==> src/rtl/camera_pkg.sv <==
// Shared types and constants for the camera exposure/readout sequencer.
package camera_pkg;

    localparam int EXP_W       = 5;
    localparam int EXP_MIN     = 2;
    localparam int EXP_MAX     = 30;
    localparam int EXP_DEFAULT = 15;

    typedef enum logic [2:0] {
        IDLE,
        EXPOSE,
        R1_EN,
        R1_ADC,
        R1_OFF,
        R2_EN,
        R2_ADC,
        R2_OFF
    } state_t;

endpackage

==> src/rtl/exp_time_reg.sv <==
// Saturating up/down exposure-time register; only moves while enabled.
module exp_time_reg #(
    parameter int W         = camera_pkg::EXP_W,
    parameter int MIN       = camera_pkg::EXP_MIN,
    parameter int MAX       = camera_pkg::EXP_MAX,
    parameter int RESET_VAL = camera_pkg::EXP_DEFAULT
) (
    input  logic         clk,
    input  logic         reset,
    input  logic         en,
    input  logic         inc,
    input  logic         dec,
    output logic [W-1:0] value
);

    always_ff @(posedge clk) begin
        if (reset) begin
            value <= W'(RESET_VAL);
        end else if (en) begin
            // Both buttons together cancel out; each direction stops at its bound.
            if (inc && !dec && (value < W'(MAX))) begin
                value <= value + W'(1);
            end else if (dec && !inc && (value > W'(MIN))) begin
                value <= value - W'(1);
            end
        end
    end

endmodule

==> src/rtl/re_control.sv <==
// Exposure and readout sequencer for the 2x2 pixel array: erase while idle,
// expose for exp_time cycles, then read row 1 and row 2 with one ADC strobe each.
module re_control #(
    parameter logic DANGLING_INPUT_CONSTANT = 1'bz,
    parameter int   EXP_MIN     = camera_pkg::EXP_MIN,
    parameter int   EXP_MAX     = camera_pkg::EXP_MAX,
    parameter int   EXP_DEFAULT = camera_pkg::EXP_DEFAULT
) (
    input  logic Clk,
    input  logic Reset,
    input  logic Init,
    input  logic Exp_increase,
    input  logic Exp_decrease,
    output logic Erase,
    output logic Expose,
    output logic NRE_1,
    output logic NRE_2,
    output logic ADC
);

    import camera_pkg::*;

    logic unused_dangling;
    assign unused_dangling = DANGLING_INPUT_CONSTANT;

    // Current FSM state; kept as a named signal so checkers can bind to it.
    state_t             state;
    state_t             state_next;
    logic [EXP_W-1:0]   exp_time;
    logic [EXP_W-1:0]   exp_cnt;
    logic               exp_en;

    // Buttons only count in IDLE and never in the same cycle a capture starts.
    assign exp_en = (state == IDLE) && !Init;

    exp_time_reg #(
        .W         (EXP_W),
        .MIN       (EXP_MIN),
        .MAX       (EXP_MAX),
        .RESET_VAL (EXP_DEFAULT)
    ) u_exp_time_reg (
        .clk   (Clk),
        .reset (Reset),
        .en    (exp_en),
        .inc   (Exp_increase),
        .dec   (Exp_decrease),
        .value (exp_time)
    );

    always_ff @(posedge Clk) begin
        if (Reset) begin
            state   <= IDLE;
            exp_cnt <= '0;
        end else begin
            state <= state_next;
            if ((state == IDLE) && Init) begin
                exp_cnt <= exp_time;
            end else if (state == EXPOSE) begin
                exp_cnt <= exp_cnt - EXP_W'(1);
            end
        end
    end

    always_comb begin
        state_next = state;
        case (state)
            IDLE:    if (Init) state_next = EXPOSE;
            // exp_cnt holds the remaining EXPOSE cycles including this one.
            EXPOSE:  if (exp_cnt <= EXP_W'(1)) state_next = R1_EN;
            R1_EN:   state_next = R1_ADC;
            R1_ADC:  state_next = R1_OFF;
            R1_OFF:  state_next = R2_EN;
            R2_EN:   state_next = R2_ADC;
            R2_ADC:  state_next = R2_OFF;
            R2_OFF:  state_next = IDLE;
            default: state_next = IDLE;
        endcase
    end

    always_comb begin
        Erase  = 1'b0;
        Expose = 1'b0;
        NRE_1  = 1'b1;
        NRE_2  = 1'b1;
        ADC    = 1'b0;
        case (state)
            IDLE:    Erase  = 1'b1;
            EXPOSE:  Expose = 1'b1;
            R1_EN:   NRE_1  = 1'b0;
            R1_ADC: begin
                NRE_1 = 1'b0;
                ADC   = 1'b1;
            end
            R2_EN:   NRE_2  = 1'b0;
            R2_ADC: begin
                NRE_2 = 1'b0;
                ADC   = 1'b1;
            end
            default: ;
        endcase
    end

endmodule

==> config.mk <==
export PLATFORM = sky130hd
export DESIGN_NAME = re_control
export DESIGN_NICKNAME = d
export VERILOG_FILES = /design/src/rtl/camera_pkg.sv /design/src/rtl/exp_time_reg.sv /design/src/rtl/re_control.sv
export SDC_FILE = /design/constraint.sdc
export NUM_CORES = 1
export LEC_CHECK = 0
export CAP_MARGIN = 20
export CORE_UTILIZATION = 55
export CTS_CLUSTER_DIAMETER = 150
export DETAILED_ROUTE_END_ITERATION = 8
export PLACE_DENSITY = 0.79
export SKIP_LAST_GASP = 1
export SYNTH_ARGS = -nofsm -noshare
export SYNTH_HDL_FRONTEND = slang
export SYNTH_SLANG_ARGS = --single-unit
==> constraint.sdc <==
create_clock -name Clk -period 3.4 [get_ports Clk]
set_input_delay 0.34 -clock Clk [delete_from_list [all_inputs] [get_ports Clk]]
set_output_delay 0.34 -clock Clk [all_outputs]
set_load 0.02 [all_outputs]
==> results of run 1 <==
-- flip-flops by register name, summed over array words and instances, names as in the netlist --
name and count:
state 3, exp_cnt 5, u_exp_time_reg.value 5
-- power by group through the flow --
stage          Combinational, mW  Clock [mW]  Sequential, mW
6_report                   0.249      0.0956           0.230
2_1_floorplan              0.201           0           0.216
4_1_cts                    0.251      0.0977           0.230
3_3_place_gp               0.243           0           0.231
5_1_grt                    0.279       0.103           0.237
3_5_place_dp               0.250           0           0.234
-- synthesized netlist by cell type (all sizes together) (3+ instances only) --
cell type  count
o21ai          6
xor2           3
a21oi          5
buf            3
ha             5
o311ai         4
nand2b         4
nor2           6
nor2b          4
inv            5
dfxtp         13
nand2          6
-- worst max-delay path: cells and delay by family --
family / cells / cell delay [ps]
multiplexers: 1 / 350
AND/OR/NAND/NOR: 3 / 660
buffers and inverters: 1 / 460
AO/OA/AOI/OAI: 2 / 510
adder cells (fa/ha/maj): 1 / 430
-- stage by stage --
step	worst slack, ps	total power [mW]	hold WS (ps)	cell area (um2)	utilization
5_1_grt	721	0.619	547	960	0.702
6_report	822	0.575	527	960	0.702
3_3_place_gp	622	0.474	512	933	0.683
4_1_cts	827	0.578	535	960	0.702
3_5_place_dp	532	0.484	523	933	0.683
2_1_floorplan	1150	0.417	485	847	-
-- kinds of logic after synthesis --
logic type / after synthesis
and+or+nand+nor: 34
AOI/OAI and AO/OA: 29
DFF: 13
buffers and inverters: 10
adders and majority gates: 6
xor gates and xnor gates: 4
muxes: 1
-- final cells by class --
type,count,share of cell area
inverters,6,0.0248
flip-flops and latches,13,0.271
repair buffers,9,0.0939
clock buffers,4,0.0274
multi-input cells,74,0.563
well taps,15,0.0196
-- per-layer routing --
metal,track usage,wire [um]
met2,0.395,810
met1,0.271,725
met3,0.0163,51
met5,0,0
met4,0.0968,8
-- cell usage in the layout (no fill, tap or decap), types with 4 or more instances in the layout --
master,instances
nand2b_1,4
nor2_1,6
nand2_1,6
nor2b_1,4
o21ai_0,6
ha_1,5
a21oi_1,5
dfxtp_1,13
clkdlybuf4s50_1,9
o311ai_0,4
inv_1,5
-- worst max path at each step --
| stage | start | to | slack, ps | cells after the start |
|---|---|---|---|---|
| finish | Exp_increase | u_exp_time_reg.value[4]$_SDFFE_PP0P_ | 820 | 8 |
| CTS | Exp_increase | u_exp_time_reg.value[4]$_SDFFE_PP0P_ | 830 | 8 |
| floorplan | Exp_increase | u_exp_time_reg.value[4]$_SDFFE_PP0P_ | 1150 | 7 |
| detailed placement | Exp_increase | u_exp_time_reg.value[4]$_SDFFE_PP0P_ | 530 | 8 |
| global route | Exp_increase | u_exp_time_reg.value[4]$_SDFFE_PP0P_ | 720 | 8 |
| global placement | Exp_increase | u_exp_time_reg.value[4]$_SDFFE_PP0P_ | 620 | 8 |
==> results by group, run 1 <==
Clock tree
  – Num CTS Buffers: 3
  – Post-CTS resize count: 0
  – Clk Latency, worst-skew pair: 270 ps
  – CTS H-Tree Depth: 1
  – Clock-pin transition on the worst setup and hold timing paths: 80 ps
  – Hold buffers post-CTS: 0
  – Clk sink count: 13
  – CTS tree: built
  – Setup repair bufs after CTS: 0
  – Root Driver: clkbuf_4
  – CTS Buffer Depth: 2

Placed design
  – Detail Placement HPWL: 1.26 mm
  – Gpl congestion: 0.693
  – IO Port Bufs: 9
  – Cell total after placement: 117

Setup path
  – Critical Path RT: 3570 ps
  – Max stage delay cell, worst path: clkdlybuf4s50_1
  – Max stage delay on crit path: 460 ps
  – Critical Path Start Type: input pin
  – Worst R2R Path Depth: 7
  – Register-to-Register Setup Slack: 1030 ps
  – Worst r2r src: u_exp_time_reg.value[1]$_SDFFE_PP1P_
  – Worst-path cell chain: clkdlybuf4s50_1 -> nor2b_1 -> nand2_1 -> fa_1 -> and3_1 -> a211o_1 -> a211oi_2 -> mux2_2
  – CP Capture Type: flop
  – CP max FO: 4
  – CP arrival: 2750 ps
  – RR Endpoint: u_exp_time_reg.value[4]$_SDFFE_PP0P_
  – Crit Path Category: input pin to flop

Logic synthesis
  – Post-Synth XOR/XNOR Area: 0.0414
  – Register bit total from synthesis: 13
  – Syn_area_per_cell: 8.73 um2
  – Synth Area in Compound Gates: 0.257
  – Largest family of logic cells by synthesized area: compound AO/OA/AOI/OAI gates
  – Synth area leaders: dfxtp_1 31%, ha_1 7.4%, o311ai_0 4.1%
  – Post-Syn Area: 847 um2
  – Sequential fraction of the synthesis area: 0.307
  – Post-synthesis mux area share: 0.0133
  – Number of synthesized flops with an enable pin: 0
  – Synth top area share: 0.307
  – Synth Area in Simple Gates: 0.229
  – Synth area leader: dfxtp_1
  – Synth Net Count: 108
  – Unique masters post-synth: 38
  – Synth Instances: 97
  – Asr flop ratio synth: 0
  – Synth warn: 0
  – Main synth FF type: dfxtp_1
  – Post-Synth Adder-Cell Area: 0.0975

Cells and area
  – Layout Nets: 118
  – Non-filler instance count after layout: 121
  – N_diodes: 0
  – Syn-to-layout area delta: 13.3%
  – Fillcell total: 118
  – Share of cells above drive strength 1: 0.113
  – Register area: 260 um2
  – Multi-input logic area: 541 um2

STA
  – Least-Margin Pin Slew: 620 ps
  – Final Skew: 4.12 ps
  – Final min period: 2580 ps
  – Setup TNS: 0 ps
  – Tcrit/Tclk final: 0.758
  – RSZ-0062 raised after global routing: no
  – Slew Limit Fails: 0
  – Final Hold Vio Count: 0
  – Max frequency: 0.388 GHz
  – Max-slew headroom: 0.576
  – Endpoints failing setup: 0

GRT
  – GRT overflow: 0
  – First-pass GRT wire length: 2.48 mm
  – Number of global-route vias before repair: 603
  – Largest net degree at the start of global routing: 11
  – Global-route usage over all layers: 0.223
  – Initial antenna violation count: 0

Pwr
  – Power Dens Cells: 599 mW/mm2
  – Switching Share: 0.392
  – Part of the power in registers: 0.400
  – Combinational Power Share: 0.433
  – Internal power: 350 uW
  – Peak VDD IR: 365 uV
  – Switching power: 226 uW
  – Lkg Pwr: 0.371 nW
  – Clock power frac: 0.166

Min path
  – Min-delay src: exp_cnt[4]$_SDFFE_PP0P_
  – Hold EP: exp_cnt[4]$_SDFFE_PP0P_
  – Hold Crit Class: flop to flop
  – Hold depth: 2

Status
  – Outcome: finished, final reports clean

Detailed routing
  – Initial DRT Pass Iterations: 4
  – Via density: 6.16
  – Vias post-DR: 745
  – Initial DRC Count: 25
  – DR WL/cell: 13.2 um
  – Antenna Nets Post-Route: 0
  – Drt drc: 0
  – WL final: 1.60 mm

Die
  – Die area: 0.00170 mm2
  – Die width: 41.2 um
  – Rows: 13
  – Ports: 10
  – Die height: 41.2 um
  – Initial Util: 0.620
  – CORE AREA: 0.00137 mm2

Flow run
  – Max cap viols: 0
Note: power is estimated with default switching activity, not from simulation.
==> inputs of run 2 (changes only) <==
CORE_UTILIZATION = 53   (was 55)
PLACE_DENSITY = 0.76   (was 0.79)
clock period = 2.6 ns   (was 3.4 ns; I/O delays follow)
==> run 2 against run 1 <==
Sequential cell count unchanged. Global-route usage down 2.7 points. Via count grew 4.0%. Sequential share of layout area is 1.2 points lower. Final area rose by 4.8%. Utilization decreased by 3.5 points. Non-clock buffer count rose by 6. Setup slack lost 570 ps. Combinational power up 41%. Critical endpoint unchanged. Largest cell class unchanged. Highest routed layer unchanged.
==> results by group, run 2 (synthesized netlist as in run 1, its figures left out) <==
Cells and area
  – Most common cell after layout, fill and taps aside: dfxtp_1
  – Layout Nets: 124
  – Share of cells above drive strength 1: 0.161
  – Syn-to-layout area delta: 18.8%
  – Final Cell Area: 0.00101 mm2
  – Commonest non-fill, non-tap cells in the layout: 13 x dfxtp_1, 9 x clkdlybuf4s50_1
  – N_diodes: 0
  – Biggest regs: exp_cnt: 5 flops, u_exp_time_reg.value: 5 flops, state: 3 flops

STA
  – Endpoints failing setup: 0
  – Final Skew: 7.97 ps
  – Tcrit/Tclk final: 0.904
  – Final Hold Vio Count: 0
  – Hold slack: 532 ps
  – RSZ-0062 raised after global routing: no
  – Max frequency: 0.425 GHz
  – Final min period: 2350 ps
  – Max-slew headroom: 0.526
  – Least-Margin Pin Slew: 694 ps
  – Slew Limit Fails: 0

Setup path
  – CP Capture Type: flop
  – Critical Path Start Type: flop
  – CP arrival: 2510 ps
  – CP max FO: 5
  – Critical Path RT: 2760 ps
  – Crit Path Category: flop to flop

Pwr
  – Internal power: 470 uW
  – Clock power frac: 0.158
  – Lkg Pwr: 0.400 nW
  – Switching Share: 0.390
  – Switching power: 300 uW
  – Part of the power in registers: 0.388
  – Combinational Power Share: 0.454
  – Peak VDD IR: 491 uV
  – Power Dens Cells: 766 mW/mm2

GRT
  – M1 GR Usage: 0.229
  – Global-route usage over all layers: 0.196
  – First-pass GRT wire length: 2.69 mm
  – Met2 Use GR: 0.347
  – Initial antenna violation count: 0
  – M3 GR Usage: 0.0129
  – Number of global-route vias before repair: 674
  – Largest net degree at the start of global routing: 11
  – GRT overflow: 0
  – Most Crowded Layer GR: met2

Detailed routing
  – Via density: 6.05
  – Drt drc: 0
  – WL final: 1.70 mm
  – Initial DRT Pass Iterations: 4
  – Vias post-DR: 775
  – Antenna Nets Post-Route: 0
  – Initial DRC Count: 16
  – DR WL/cell: 13.3 um

Placed design
  – IO Port Bufs: 9
  – Detail Placement HPWL: 1.34 mm
  – Area after DPL: 980 um2
  – Gpl congestion: 0.849

Clock tree
  – Clock-pin transition on the worst setup and hold timing paths: 80 ps
  – Num CTS Buffers: 3
  – CTS H-Tree Depth: 1
  – Clk sink count: 13
  – Root Driver: clkbuf_4
  – CTS tree: built
  – Clk Latency, worst-skew pair: 270 ps
  – Hold buffers post-CTS: 0
  – CTS Buffer Depth: 2
  – Setup repair bufs after CTS: 0
  – Post-CTS resize count: 0

Die
  – Initial Util: 0.562
  – CORE AREA: 0.00151 mm2
  – Die width: 42.0 um
  – Ports: 10
  – Die area: 0.00176 mm2
  – Die height: 42.0 um
  – Rows: 14

Status
  – Outcome: finished, final reports clean

Flow run
  – Max cap viols: 0

Min path
  – Hold Crit Class: flop to flop
[run 2: changes by cell type in the layout (fill, tap and decap cells not counted), sizes merged]
| cell | previous run | this run |
|---|---|---|
| buf | 0 | 6 |
[run 2: routing by layer]
| layer | vias up | wire, um |
|---|---|---|
| met5 | - | 0 |
| met4 | 0 | 44 |
| met3 | 4 | 64 |
| met2 | 23 | 812 |
| met1 | 361 | 781 |
| li1 | 387 | - |
[run 2: critical path, cell delays in order (launching register included)]
cell	delay [ps]
dfxtp_1	450
nand4_1	230
nand2_1	230
ha_1	290
and3_1	200
a211o_1	280
a211oi_2	230
mux2_2	350
[run 2: final timing paths]
kind | start | end | slack (ps) | depth (start not counted)
worst max-delay path | u_exp_time_reg.value[3]$_SDFFE_PP1P_ | u_exp_time_reg.value[4]$_SDFFE_PP0P_ | 250 | 7
worst min-delay path | exp_cnt[1]$_SDFFE_PP0P_ | exp_cnt[1]$_SDFFE_PP0P_ | 530 | 2
worst max register to register | u_exp_time_reg.value[3]$_SDFFE_PP1P_ | u_exp_time_reg.value[4]$_SDFFE_PP0P_ | 250 | 7
worst min register to register | exp_cnt[1]$_SDFFE_PP0P_ | exp_cnt[1]$_SDFFE_PP0P_ | 530 | 2
[run 2: power groups by stage]
stage | registers [mW] | logic [mW] | clock network (mW)
4_1_cts | 0.297 | 0.351 | 0.124
6_report | 0.299 | 0.350 | 0.122
5_1_grt | 0.305 | 0.390 | 0.132
3_3_place_gp | 0.301 | 0.337 | 0
3_5_place_dp | 0.302 | 0.349 | 0
2_1_floorplan | 0.282 | 0.263 | 0
[run 2: stage by stage]
step / worst slack [ps] / power, mW / utilization / TNS [ps] / instances
after floorplan: 423 / 0.546 / - / 0 / 97
after detailed placement: -15.3 / 0.652 / 0.650 / -15.3 / 124
final: 249 / 0.771 / 0.668 / 0 / 128
after CTS: 246 / 0.772 / 0.668 / 0 / 128
after global routing: 151 / 0.827 / 0.668 / 0 / 128
after global placement: 77.0 / 0.638 / 0.650 / 0 / 124
[run 2: area by class of cell]
type,count,area (um2)
Inverter,6,23.8
Clock buffer,4,26.3
Timing Repair Buffer,15,135
Fill cell,137,500
Sequential cell,13,260
Tap cell,16,20.0
Multi-Input combinational cell,74,541
